**src/rtl/mc_ctrl_pkg.sv**
```systemverilog
// Shared encodings for the multicycle controller: state codes, opcodes, datapath selects
// and the ALU control decode. Optional bne support is enabled by defining MC_CTRL_BNE_EN.
package mc_ctrl_pkg;

   localparam int unsigned STATE_W = 4;

   localparam logic [STATE_W-1:0] S_FETCH    = 4'd0;
   localparam logic [STATE_W-1:0] S_DECODE   = 4'd1;
   localparam logic [STATE_W-1:0] S_MEMADR   = 4'd2;
   localparam logic [STATE_W-1:0] S_MEMREAD  = 4'd3;
   localparam logic [STATE_W-1:0] S_MEMWB    = 4'd4;
   localparam logic [STATE_W-1:0] S_MEMWRITE = 4'd5;
   localparam logic [STATE_W-1:0] S_EXECUTER = 4'd6;
   localparam logic [STATE_W-1:0] S_EXECUTEI = 4'd7;
   localparam logic [STATE_W-1:0] S_ALUWB    = 4'd8;
   localparam logic [STATE_W-1:0] S_BEQ      = 4'd9;
   localparam logic [STATE_W-1:0] S_JAL      = 4'd10;

   localparam logic [6:0] OP_LW     = 7'b0000011;
   localparam logic [6:0] OP_SW     = 7'b0100011;
   localparam logic [6:0] OP_R      = 7'b0110011;
   localparam logic [6:0] OP_I      = 7'b0010011;
   localparam logic [6:0] OP_BRANCH = 7'b1100011;
   localparam logic [6:0] OP_JAL    = 7'b1101111;

   localparam logic [2:0] F3_BEQ = 3'b000;
   localparam logic [2:0] F3_BNE = 3'b001;

   localparam logic [1:0] ALUOP_ADD   = 2'b00;
   localparam logic [1:0] ALUOP_SUB   = 2'b01;
   localparam logic [1:0] ALUOP_FUNCT = 2'b10;

   localparam logic [2:0] ALUC_ADD = 3'b000;
   localparam logic [2:0] ALUC_SUB = 3'b001;
   localparam logic [2:0] ALUC_AND = 3'b010;
   localparam logic [2:0] ALUC_OR  = 3'b011;
   localparam logic [2:0] ALUC_SLT = 3'b101;

   localparam logic [1:0] IMM_I = 2'b00;
   localparam logic [1:0] IMM_S = 2'b01;
   localparam logic [1:0] IMM_B = 2'b10;
   localparam logic [1:0] IMM_J = 2'b11;

   localparam logic [1:0] RES_ALUOUT    = 2'b00;
   localparam logic [1:0] RES_DATA      = 2'b01;
   localparam logic [1:0] RES_ALURESULT = 2'b10;

   localparam logic [1:0] SRCA_PC    = 2'b00;
   localparam logic [1:0] SRCA_OLDPC = 2'b01;
   localparam logic [1:0] SRCA_RS1   = 2'b10;

   localparam logic [1:0] SRCB_RS2  = 2'b00;
   localparam logic [1:0] SRCB_IMM  = 2'b01;
   localparam logic [1:0] SRCB_FOUR = 2'b10;

   // sub only for R-type (op[5]=1) with funct7b5 set; addi with that bit is still add
   function automatic logic [2:0] alu_ctrl(input logic [1:0] aluop, input logic [2:0] funct3,
                                           input logic op5, input logic f7b5);
      logic [2:0] r;
      r = ALUC_ADD;
      case (aluop)
         ALUOP_SUB: r = ALUC_SUB;
         ALUOP_FUNCT: begin
            case (funct3)
               3'b000:  r = (op5 && f7b5) ? ALUC_SUB : ALUC_ADD;
               3'b010:  r = ALUC_SLT;
               3'b110:  r = ALUC_OR;
               3'b111:  r = ALUC_AND;
               default: r = ALUC_ADD;
            endcase
         end
         default: r = ALUC_ADD;
      endcase
      return r;
   endfunction

endpackage

```
**src/rtl/mc_ctrl_fsm.sv**
```systemverilog
// State register and next-state logic of the multicycle controller.
// With MC_CTRL_BNE_EN defined, funct3=001 branches are also accepted.
module mc_ctrl_fsm
   import mc_ctrl_pkg::*;
(
   input  logic               clk,
   input  logic               i_reset,
   input  logic [6:0]         i_op,
   input  logic [2:0]         i_funct3,
   output logic [STATE_W-1:0] o_state
);

   logic [STATE_W-1:0] r_state;
   logic [STATE_W-1:0] w_next;
   logic               w_br_ok;

`ifdef MC_CTRL_BNE_EN
   assign w_br_ok = (i_funct3 == F3_BEQ) || (i_funct3 == F3_BNE);
`else
   assign w_br_ok = (i_funct3 == F3_BEQ);
`endif

   always_ff @(posedge clk) begin
      if (i_reset) r_state <= S_FETCH;
      else         r_state <= w_next;
   end

   // Any unlisted encoding falls to the default and recovers through FETCH
   always_comb begin
      w_next = S_FETCH;
      case (r_state)
         S_FETCH: w_next = S_DECODE;
         S_DECODE: begin
            case (i_op)
               OP_LW, OP_SW: w_next = S_MEMADR;
               OP_R:         w_next = S_EXECUTER;
               OP_I:         w_next = S_EXECUTEI;
               OP_BRANCH:    w_next = w_br_ok ? S_BEQ : S_FETCH;
               OP_JAL:       w_next = S_JAL;
               default:      w_next = S_FETCH;
            endcase
         end
         S_MEMADR:   w_next = (i_op == OP_LW) ? S_MEMREAD : S_MEMWRITE;
         S_MEMREAD:  w_next = S_MEMWB;
         S_EXECUTER: w_next = S_ALUWB;
         S_EXECUTEI: w_next = S_ALUWB;
         S_JAL:      w_next = S_ALUWB;
         default:    w_next = S_FETCH;
      endcase
   end

   assign o_state = r_state;

endmodule

```
**src/rtl/multicycle_ctrl.sv**
```systemverilog
// Multicycle RV32I-subset main controller: Moore output decode, ImmSrc and ALUControl.
// Define MC_CTRL_BNE_EN to add bne (PCWrite = ~zero for funct3=001).
module multicycle_ctrl
   import mc_ctrl_pkg::*;
(
   input  logic       clk,
   input  logic       reset,
   input  logic [6:0] op,
   input  logic [2:0] funct3,
   input  logic       funct7b5,
   input  logic       zero,
   output logic       PCWrite,
   output logic       AdrSrc,
   output logic       MemWrite,
   output logic       IRWrite,
   output logic [1:0] ResultSrc,
   output logic [1:0] ALUSrcA,
   output logic [1:0] ALUSrcB,
   output logic       RegWrite,
   output logic [1:0] ImmSrc,
   output logic [2:0] ALUControl,
   output logic       instrDone
);

   logic [STATE_W-1:0] w_state;
   logic [1:0]         w_aluop;
   logic               w_br_take;

   mc_ctrl_fsm u_fsm (
      .clk      (clk),
      .i_reset  (reset),
      .i_op     (op),
      .i_funct3 (funct3),
      .o_state  (w_state)
   );

`ifdef MC_CTRL_BNE_EN
   assign w_br_take = (funct3 == F3_BNE) ? ~zero : zero;
`else
   assign w_br_take = zero;
`endif

   // Per-state datapath controls; write enables are squashed while reset is high
   always_comb begin
      PCWrite   = 1'b0;
      AdrSrc    = 1'b0;
      MemWrite  = 1'b0;
      IRWrite   = 1'b0;
      ResultSrc = RES_ALUOUT;
      ALUSrcA   = SRCA_PC;
      ALUSrcB   = SRCB_RS2;
      RegWrite  = 1'b0;
      instrDone = 1'b0;
      w_aluop   = ALUOP_ADD;
      case (w_state)
         S_FETCH: begin
            IRWrite   = 1'b1;
            ALUSrcB   = SRCB_FOUR;
            ResultSrc = RES_ALURESULT;
            PCWrite   = 1'b1;
         end
         S_DECODE: begin
            ALUSrcA = SRCA_OLDPC;
            ALUSrcB = SRCB_IMM;
         end
         S_MEMADR: begin
            ALUSrcA = SRCA_RS1;
            ALUSrcB = SRCB_IMM;
         end
         S_MEMREAD: AdrSrc = 1'b1;
         S_MEMWB: begin
            ResultSrc = RES_DATA;
            RegWrite  = 1'b1;
            instrDone = 1'b1;
         end
         S_MEMWRITE: begin
            AdrSrc    = 1'b1;
            MemWrite  = 1'b1;
            instrDone = 1'b1;
         end
         S_EXECUTER: begin
            ALUSrcA = SRCA_RS1;
            w_aluop = ALUOP_FUNCT;
         end
         S_EXECUTEI: begin
            ALUSrcA = SRCA_RS1;
            ALUSrcB = SRCB_IMM;
            w_aluop = ALUOP_FUNCT;
         end
         S_ALUWB: begin
            RegWrite  = 1'b1;
            instrDone = 1'b1;
         end
         S_BEQ: begin
            ALUSrcA   = SRCA_RS1;
            w_aluop   = ALUOP_SUB;
            PCWrite   = w_br_take;
            instrDone = 1'b1;
         end
         S_JAL: begin
            ALUSrcA = SRCA_OLDPC;
            ALUSrcB = SRCB_FOUR;
            PCWrite = 1'b1;
         end
         default: ;
      endcase
      if (reset) begin
         PCWrite   = 1'b0;
         IRWrite   = 1'b0;
         MemWrite  = 1'b0;
         RegWrite  = 1'b0;
         instrDone = 1'b0;
      end
   end

   always_comb begin
      case (op)
         OP_SW:     ImmSrc = IMM_S;
         OP_BRANCH: ImmSrc = IMM_B;
         OP_JAL:    ImmSrc = IMM_J;
         default:   ImmSrc = IMM_I;
      endcase
   end

   assign ALUControl = alu_ctrl(w_aluop, funct3, op[5], funct7b5);

endmodule
```
**config.mk**
```make
export PLATFORM = sky130hd
export DESIGN_NAME = multicycle_ctrl
export DESIGN_NICKNAME = d
export VERILOG_FILES = /design/src/rtl/mc_ctrl_pkg.sv /design/src/rtl/mc_ctrl_fsm.sv /design/src/rtl/multicycle_ctrl.sv
export SDC_FILE = /design/constraint.sdc
export NUM_CORES = 1
export LEC_CHECK = 0
export CAP_MARGIN = 25
export CORE_MARGIN = 2
export CORE_UTILIZATION = 40
export CTS_CLUSTER_SIZE = 10
export DETAILED_ROUTE_END_ITERATION = 6
export PLACE_DENSITY = 0.88
export SLEW_MARGIN = 20
export SYNTH_ARGS = -nofsm -noshare
export SYNTH_HDL_FRONTEND = slang
export SYNTH_SLANG_ARGS = --single-unit
```
**constraint.sdc**
```tcl
create_clock -name clk -period 2.05 [get_ports clk]
set_input_delay 0.41 -clock clk [delete_from_list [all_inputs] [get_ports clk]]
set_output_delay 0.41 -clock clk [all_outputs]
set_load 0.01 [all_outputs]
```
* After elaboration in Yosys (flattened, before gate mapping) *
Index checks and enable logic that the tools add are counted.

word-level totals
  register bits after elaboration = 4
  output and inout bits = 17
  word-level logic and storage cells = 58

operators by class
  eq/ne operators = 21
  muxes and demuxes = 23
  reductions and logical operators = 13

operators with widths
  operator            number
  $pmux 4 s5          2
  $eq 4x3->1 const B  4
  $pmux 2 s2          4
  $eq 7x6->1 const B  2
  $eq 7x7->1 const B  2
  $eq 4x4->1 const B  3
  $pmux 3 s4          1
  $reduce_or 2->1     6
  $mux 1              11
  $eq 4x2->1 const B  2
  $reduce_or 4->1     2
  $eq 7x2->1 const B  1
  $eq 7x5->1 const B  1
  $eq 3x3->1 const B  2
  $pmux 2 s3          1
  $pmux 3 s2          1
  $reduce_or 3->1     2
  $eq 4x1->1 const B  1
  $logic_not 4->1     1
  $mux 4              1
  $eq 3x2->1 const B  1
  $logic_not 3->1     1
  $mux 3              1
  $eq 2x1->1 const B  1
  other kinds (3)     3

* Longest topological paths before layout *
Gate-level depths: netlist of run 1.

  depth after elaboration = 5
  depth in mapped cells = 7

* Hierarchy *
From an unflattened synthesis of run 1, not the netlist that was laid out.

second synthesis, totals
  cells, all modules = 89
  area total of the unflattened synthesis = 670.6 um^2

by module, submodules not included
  module           times used  cells each  area an instance (um^2)  sequential area each (um^2)
  multicycle_ctrl  1           54          374.1                    0.0
  mc_ctrl_fsm      1           35          296.5                    80.1

* Worst setup path before layout of run 1 *
Ideal clock, no wire load.

  kind = reg-to-output
  start = register u_fsm.r_state[1], in the netlist u_fsm.o_state[1]
  end = output ALUControl[2]
  data arrival time = 1.496 ns
  data required time = 1.640 ns
  setup slack = 0.144 ns
  cell stages (with the launch flop) = 7
  buffers on the path = 2
  cell sequence = dfxtp_1 > buf_6 > buf_2 > and2_1 > inv_1 > ha_1 > nor4_1

on the way
  longest elaborated chain between the ends = 5
  elaborated cells on any way between the ends = 8
  those cells by class = 5 x eq/ne; 2 x mux; 1 x reduce/logical

RTL lines
  element                                   line                   text
  from (decl)                               mc_ctrl_fsm.sv:13      logic [STATE_W-1:0] r_state;
  from (signal assigned)                    mc_ctrl_fsm.sv:25      else r_state <= w_next;
  $eq 4x3->1                                multicycle_ctrl.sv:55  case (w_state)
  $reduce_or 2->1 (no source line)          n/a
  $pmux 2 s2 *                              multicycle_ctrl.sv:55
  $eq 2x2->1 or $eq 2x1->1 (tied branches)  mc_ctrl_pkg.sv:61      case (aluop)
  $pmux 3 s2 *                              mc_ctrl_pkg.sv:61
  to (decl)                                 multicycle_ctrl.sv:21  output logic [2:0] ALUControl,

Every way passes the cells marked *; elsewhere a longest branch is shown, timed or not.

* Worst setup path after layout of run 1 *
  start = register u_fsm.r_state[0], in the netlist u_fsm.o_state[0]
  end = output IRWrite

on the way
  longest elaborated chain between the ends = 3

RTL lines
  element          line                    text
  $logic_not 4->1  multicycle_ctrl.sv:55
  $mux 1           multicycle_ctrl.sv:55
  $mux 1           multicycle_ctrl.sv:107  if (reset) begin
  to (decl)        multicycle_ctrl.sv:15   output logic IRWrite,

No other way between the ends.

==> reports/results.md, run 1 <==
* **Static Leak** 0.566 nW
* **# setup viols final** 0
* **Worst path slowest cell** dfxtp_1
* **stages on the worst setup path** 5
* **capture point of the worst path** IRWrite
* **Placed Instances** 150
* **async set-or-reset flop fraction in the synthesized netlist** 0%
* **number of buffers created by CTS** 3
* **reported net switching power** 0.000111 W
* **die width** 43.9 um
* **Netlist Area Pre-Place** 638 um2
* **placement-stage worst setup slack** -470 ps
* **Area Overhead vs Synth** 86.7%
* **number of H-tree levels** 1
* **Synth Net Count** 104
* **post-synth cell types** 36
* **ratio of total power to cell area** 297 nW/um2
* **post-synthesis instance total** 88
* **maximum ir drop on the vdd rail** 0.308 mV
* **combinational share of power** 48.6%
* **Clk network pwr share** 27.9%
* **mean routed wirelength per cell** 15.1 um
* **Most used DFF post-synth** dfxtp_1
* **detailed-routing iteration count for the pre-antenna-repair pass** 4
* **required time at the worst-slack endpoint** 1640 ps
* **via count** 901
* **number of flip-flops under the largest register name** 4
* **Clock Pin Slew Worst Setup and Hold Paths** 40 ps
* **DR iter-0 viols** 15
* **most area-consuming cells after synthesis** dfxtp_1, nor3_1, a21oi_1
* **post-layout net count** 159
* **slew at the pin closest to its max-slew limit** 376 ps
* **initial standard-cell utilization of the core** 42.4%
* **CP Data Arrival Time** 1570 ps
* **DR vias/cell** 5.74
* **critical-path maximum fanout** 11
* **final non-filler cell total** 157
* **number of flops mapped to enable cells by yosys** 0
* **global route total overflow** 0
* **via count of the first global-routing pass** 909
* **setup repair after global routing missed its margin** true
* **total DRC errors in the routed layout** 0
* **Port Buffers** 30
* **number of warnings reported in the yosys synthesis log** 0
* **diode count** 0
* **global-route wire length before repair** 3710 um
* **Sequential Power Share** 23.5%
* **Tmin final** 1980 ps
* **master cell of the clock root buffer** clkbuf_4
* **number of hold violations in the final report** 0
* **Detailed Route WL** 2370 um
* **sequential element share of the synthesized area** 12.5%
* **design internal power** 0.000243 W
* **Ports** 31
* **minimum setup slack among reg-to-reg paths** 570 ps
* **top cell type by total area after synthesis** dfxtp_1
* **switching share of total power** 31.4%
* **largest delay contributor family on the critical path** buffers and inverters
* **number of max-slew violations in the final report** 0
* **number of placement rows** 14
* **number of clock sinks seen by CTS** 4
* **quantity of hold-fixing buffers added after cts** 0
* **CTS tree** built
* **Die Outline Area** 1930 um2
* **HPWL reported at the end of detailed placement** 1690 um
* **min setup slack post-route** 71.5 ps
* **clock latency reported for the late side of the worst-skew pair** 240 ps
* **final worst path period share** 96.5%
* **capture point of the worst reg-to-reg path** u_fsm.o_state[1]
* **category of the worst setup path capture point** output pin
* **proportion of netlist area held by the largest area contributor** 12.5%
* **area of the core** 1510 um2
* **WP buf/inv** 3
* **top cells by instance count after synthesis** nor3_1, a21oi_1, inv_1
* **vertical extent of the die** 43.9 um
* **startpoint of the lowest-slack register-to-register path** u_fsm.o_state[1]
* **worst setup path class** reg -> out
* **kind of launch point of the worst setup path** register
* **buffers from clock root to sink, at most** 2
* **status** completed
* **global routing usage summed across all routing layers** 25.8%
* **relative max-transition margin** 74.6%
* **total negative setup slack** 0 ps
* **Yosys reg bits** 4
* **largest net degree at the start of global routing** 18
* **leading cell type by number of instances after synthesis** nor3_1
* **class of the most critical hold timing path** in -> reg
* **final weighted congestion of routability-driven global placement** 0.879
* **depth of the most critical reg-to-reg path** 5
* **achievable clock frequency** 0.505 GHz
* **worst clock skew** 1.52 ps
* **start point of the critical path** u_fsm.o_state[0]
* **mean instance size in the synthesized netlist** 7.25 um2
* **initial antenna violation count** 0
* **share of layout cells above drive strength 1** 39.0%
* **number of max-cap violations** 0
* **cell-by-cell trace of the critical path** buf_6, buf_4, nor3_2, nor3b_1, dlygate4sd2_1
* **delay of the slowest cell on the worst path** 320 ps
* **number of antenna-violating nets in the routed design** 0
-- metal layers --
| metal | vias to the layer above | track usage (%) | part of all wire (%) |
|---|---|---|---|
| met5 | - | 0 | 0 |
| met1 | 429 | 27.3 | 42 |
| met4 | 0 | 9.70 | 1.2 |
| li1 | 432 | - | - |
| met3 | 4 | 7.50 | 5.2 |
| met2 | 36 | 47.6 | 52 |
-- kinds of logic (layout without fill, tap and decap cells) --
family / count (synthesis) / after routing / share of synthesized area [%]
and+or+nand+nor: 48 / 48 / 50.0
AOI/OAI and AO/OA: 19 / 19 / 19.4
buffers and inverters: 11 / 64 / 8.43
DFF: 4 / 4 / 12.5
xor gates and xnor gates: 3 / 3 / 4.12
adders and majority gates: 2 / 2 / 3.92
muxes: 1 / 1 / 1.57
-- final cells by class --
class	count	area (um2)
Clock buffer	3	22.5
Fill cell	110	315
Inverter	6	22.5
Multi-Input combinational cell	73	567
Sequential cell	4	83.8
Timing Repair Buffer	55	475
Tap cell	16	20.0
-- cell usage in the layout (no fill, tap or decap), types with 2 or more instances in the layout --
master and n:
nand2_1 4, clkdlybuf4s15_1 2, and2_1 2, nor4_1 2, dlygate4sd2_1 9, and3_1 2, nand2b_1 4, nor2b_2 2
buf_4 22, xnor2_1 3, nor4b_2 2, o21a_1 2, clkbuf_4 3, o21ai_0 2, inv_1 5, nor3_1 5
clkdlybuf4s50_1 9, a211oi_1 2, dfxtp_2 3, buf_6 3, nand3b_1 2, ha_4 2, nor3_2 2, a21oi_1 6
nor3b_1 3, and3b_2 2, buf_2 4, dlymetal6s2s_1 5, nor2_1 4
-- through the flow --
step                      hold slack [ps]  instance area, um2  power [W]  util [%]
final                                 545                1190   0.000354      79.1
after global routing                  551                1190   0.000380      79.1
after CTS                             660                1110   0.000342      73.7
after detailed placement              648                1080   0.000247      72.0
after global placement                618                1080   0.000241      72.0
after floorplan                       561                 638   0.000150         -
-- worst min path at each step --
stage               depth (start not counted)                to        startpoint  slack, ps
floorplan                                   2  u_fsm.o_state[2]             op[4]        560
global placement                            3  u_fsm.o_state[3]  u_fsm.o_state[3]        620
detailed placement                          3  u_fsm.o_state[3]  u_fsm.o_state[3]        650
CTS                                         3  u_fsm.o_state[3]  u_fsm.o_state[3]        660
global route                                3  u_fsm.o_state[2]             op[4]        550
finish                                      3  u_fsm.o_state[2]             op[4]        550
-- power groups by stage --
stage	logic [W]	registers [W]	clock network [W]
finish	0.000172	0.0000831	0.0000987
CTS	0.000159	0.0000829	0.000100
floorplan	0.0000649	0.0000850	0
detailed placement	0.000163	0.0000835	0
global placement	0.000157	0.0000832	0
global route	0.000185	0.0000832	0.000112
-- worst min-delay path: stages --
cell and delay (ps):
dlymetal6s2s_1 160, inv_1 90, a211oi_1 70
-- timing repair --
item                                   in CTS  in global routing
resized for setup                          34                 23
pin swaps                                   0                  5
endpoints found under the hold margin       0                  0
buffers inserted                            0                  4
setup endpoints to repair                  17                 10
(Power assumes the default switching activity.)
==> inputs of run 2 (changes only) <==
--- a/config.mk
+++ b/config.mk
@@ -10,8 +10,10 @@
 export CORE_UTILIZATION = 40
 export CTS_CLUSTER_SIZE = 10
 export DETAILED_ROUTE_END_ITERATION = 6
-export PLACE_DENSITY = 0.88
+export GPL_TIMING_DRIVEN = 0
+export PLACE_DENSITY = 0.87
 export SLEW_MARGIN = 20
 export SYNTH_ARGS = -nofsm -noshare
 export SYNTH_HDL_FRONTEND = slang
+export SYNTH_HIERARCHICAL = 1
 export SYNTH_SLANG_ARGS = --single-unit
==> run 2 against run 1 <==
The flow now finishes with violations (setup timing). Synthesized cell count rose by 1.1%. Setup slack worse by 130 ps. Clock power is 5.3% lower. Critical path type unchanged. Largest cell class unchanged. Largest power group unchanged. Highest routed layer unchanged.
==> reports/results.md, run 2 <==
* **die width** 44.9 um
* **depth of the most critical reg-to-reg path** 4
* **top cell type by total area after synthesis** dfxtp_1
* **Port Buffers** 30
* **cell-by-cell trace of the critical path** buf_8, nand2b_4, or2_4, inv_2, ha_4, a311oi_2, nor3_2, buf_2
* **post-layout net count** 148
* **number of H-tree levels** 1
* **global route total overflow** 0
* **hold wc startpoint** u_fsm/o_state[0]
* **failing checks** setup timing
* **number of clock sinks seen by CTS** 4
* **most area-consuming cells after synthesis** dfxtp_1, nor2b_1, a21oi_1
* **startpoint of the lowest-slack register-to-register path** u_fsm/o_state[2]
* **highest-count cells in the layout ignoring fill and taps** dlygate4sd2_1, a21oi_1, clkdlybuf4s50_1, buf_4
* **leading cell type by number of instances after synthesis** a21oi_1
* **end-of-flow core utilization** 74.9%
* **DR vias/cell** 5.69
* **class of the most critical hold timing path** reg -> reg
* **Yosys reg bits** 4
* **vertical extent of the die** 44.9 um
* **combinational share of power** 37.9%
* **Area Overhead vs Synth** 72.2%
* **DR iter-0 viols** 11
* **number of antenna-violating nets in the routed design** 0
* **ratio of total power to cell area** 243 nW/um2
* **# setup viols final** 2
* **Sequential Power Share** 28.8%
* **clock latency reported for the late side of the worst-skew pair** 230 ps
* **number of flip-flops under the largest register name** 4
* **global-route wire length before repair** 2960 um
* **number of max-cap violations** 0
* **sequential element share of the synthesized area** 11.9%
* **total DRC errors in the routed layout** 0
* **placement-stage worst setup slack** -460 ps
* **Most used DFF post-synth** dfxtp_1
* **total power after layout** 0.000280 W
* **number of hold violations in the final report** 0
* **delay of the slowest cell on the worst path** 340 ps
* **Clk network pwr share** 33.3%
* **number of cells on the worst hold path** 1
* **buffers from clock root to sink, at most** 2
* **worst setup path class** reg -> out
* **CP Data Arrival Time** 1700 ps
* **category of the worst setup path capture point** output pin
* **proportion of netlist area held by the largest area contributor** 11.9%
* **via count of the first global-routing pass** 721
* **Tmin final** 2110 ps
* **Placed Instances** 135
* **Static Leak** 0.520 nW
* **capture endpoint of the worst hold path** u_fsm/o_state[0]
* **relative max-transition margin** 74.4%
* **switching share of total power** 30.2%
* **detailed-routing iteration count for the pre-antenna-repair pass** 4
* **design internal power** 0.000196 W
* **top cells by instance count after synthesis** a21oi_1, nor2b_1, nor3_1
* **number of max-slew violations in the final report** 0
* **maximum ir drop on the vdd rail** 0.203 mV
* **minimum setup slack among reg-to-reg paths** 790 ps
* **worst clock skew** 0.115 ps
* **CTS tree** built
* **final non-filler cell total** 146
* **initial standard-cell utilization of the core** 43.5%
* **HPWL reported at the end of detailed placement** 1340 um
* **Worst path slowest cell** dfxtp_4
* **mean instance size in the synthesized netlist** 7.54 um2
* **Ports** 31
* **achievable clock frequency** 0.475 GHz
* **number of placement rows** 14
* **setup repair after global routing missed its margin** true
* **diode count** 0
* **number of warnings reported in the yosys synthesis log** 6
* **largest net degree at the start of global routing** 12
* **Die Outline Area** 2020 um2
* **slew at the pin closest to its max-slew limit** 384 ps
* **global routing usage summed across all routing layers** 19.1%
* **Detailed Route WL** 2250 um
* **number of buffers created by CTS** 3
* **master cell of the clock root buffer** clkbuf_4
* **final worst path period share** 103%
* **post-synth cell types** 41
* **async set-or-reset flop fraction in the synthesized netlist** 0%
* **mean routed wirelength per cell** 15.4 um
* **Synth Net Count** 105
* **share of layout cells above drive strength 1** 31.5%
* **post-synthesis instance total** 89
* **area of the core** 1540 um2
* **reported net switching power** 0.0000848 W
* **Clock Pin Slew Worst Setup and Hold Paths** 30 ps
* **critical-path maximum fanout** 5
* **largest delay contributor family on the critical path** simple AND/OR/NAND/NOR gates
* **capture point of the worst reg-to-reg path** u_fsm/o_state[0]
* **final weighted congestion of routability-driven global placement** 0.847
* **Netlist Area Pre-Place** 671 um2
* **status** finished, violations left
* **via count** 831
* **initial antenna violation count** 0
* **WP buf/inv** 3
* **number of flops mapped to enable cells by yosys** 0
* **required time at the worst-slack endpoint** 1640 ps
* **min setup slack post-route** -56.7 ps
* **kind of launch point of the worst setup path** register
* **most frequent standard cell in the layout excluding fill and tap cells** dlygate4sd2_1
## run 2: worst max-delay path by stage
stage | startpoint | end | slack [ps] | depth (start not counted)
after floorplan | u_fsm/o_state[2] | ALUControl[2] | 60 | 5
after global placement | u_fsm/o_state[2] | ALUControl[2] | -450 | 6
after detailed placement | u_fsm/o_state[2] | ALUControl[2] | -460 | 6
after CTS | u_fsm/o_state[3] | ALUControl[2] | -100 | 6
after global routing | u_fsm/o_state[2] | ALUControl[0] | -120 | 8
final | u_fsm/o_state[2] | ALUControl[0] | -60 | 8
## run 2: worst register-to-register path, delay by kind of cell (launching register included)
family / cells / cell delay [ps]
AOI/OAI and AO/OA: 1 / 180
buffers and inverters: 2 / 270
DFF: 1 / 340
and+or+nand+nor: 1 / 370
## run 2: logic make-up after synthesis
kind of cell             count (synthesis)  share of synthesized area, %
AO/OA/AOI/OAI                           19                          21.8
XOR/XNOR                                 3                          3.92
adder cells (fa/ha/maj)                  2                          3.73
buffers and inverters                   11                          8.58
flip-flops                               4                          11.9
AND/OR/NAND/NOR                         50                          50.0
## run 2: per-layer routing
layer,global-route usage [%],up-vias,part of all wire [%]
li1,-,414,-
met1,25.4,392,43
met2,34.0,23,51
met3,0,2,4.5
met4,5.29,0,1.0
met5,0,-,0
## run 2: repair_timing
| item | 4_1_cts | 5_1_grt |
|---|---|---|
| pin swaps | 3 | 4 |
| cloned | 0 | 1 |
| setup endpoints to repair | 16 | 9 |
| buffers inserted | 2 | 5 |
| resized for setup | 41 | 15 |
| hold buffers | 0 | 0 |
## run 2: area by class of cell
class,count,area (um2)
fillers,110,387
inverters,7,26.3
well taps,16,20.0
plain buffers,4,52.6
flip-flops and latches,4,95.1
multi-input cells,74,586
clock buffers,3,22.5
repair buffers,38,353
## run 2: per-stage QoR
stage | cell area, um2 | TNS, ps | hold slack [ps]
after floorplan | 677 | 0 | 526
after global placement | 997 | -2650 | 612
after detailed placement | 997 | -2860 | 638
after CTS | 1050 | -194 | 549
after global routing | 1150 | -204 | 579
final | 1150 | -76.5 | 550
## run 2: power by group through the flow
stage	Clock (W)	Combinational, W	Sequential (W)
floorplan	0	0.0000454	0.0000843
global placement	0	0.000105	0.0000854
detailed placement	0	0.000108	0.0000855
CTS	0.000100	0.000103	0.0000819
global route	0.000102	0.000115	0.0000812
finish	0.0000935	0.000106	0.0000808
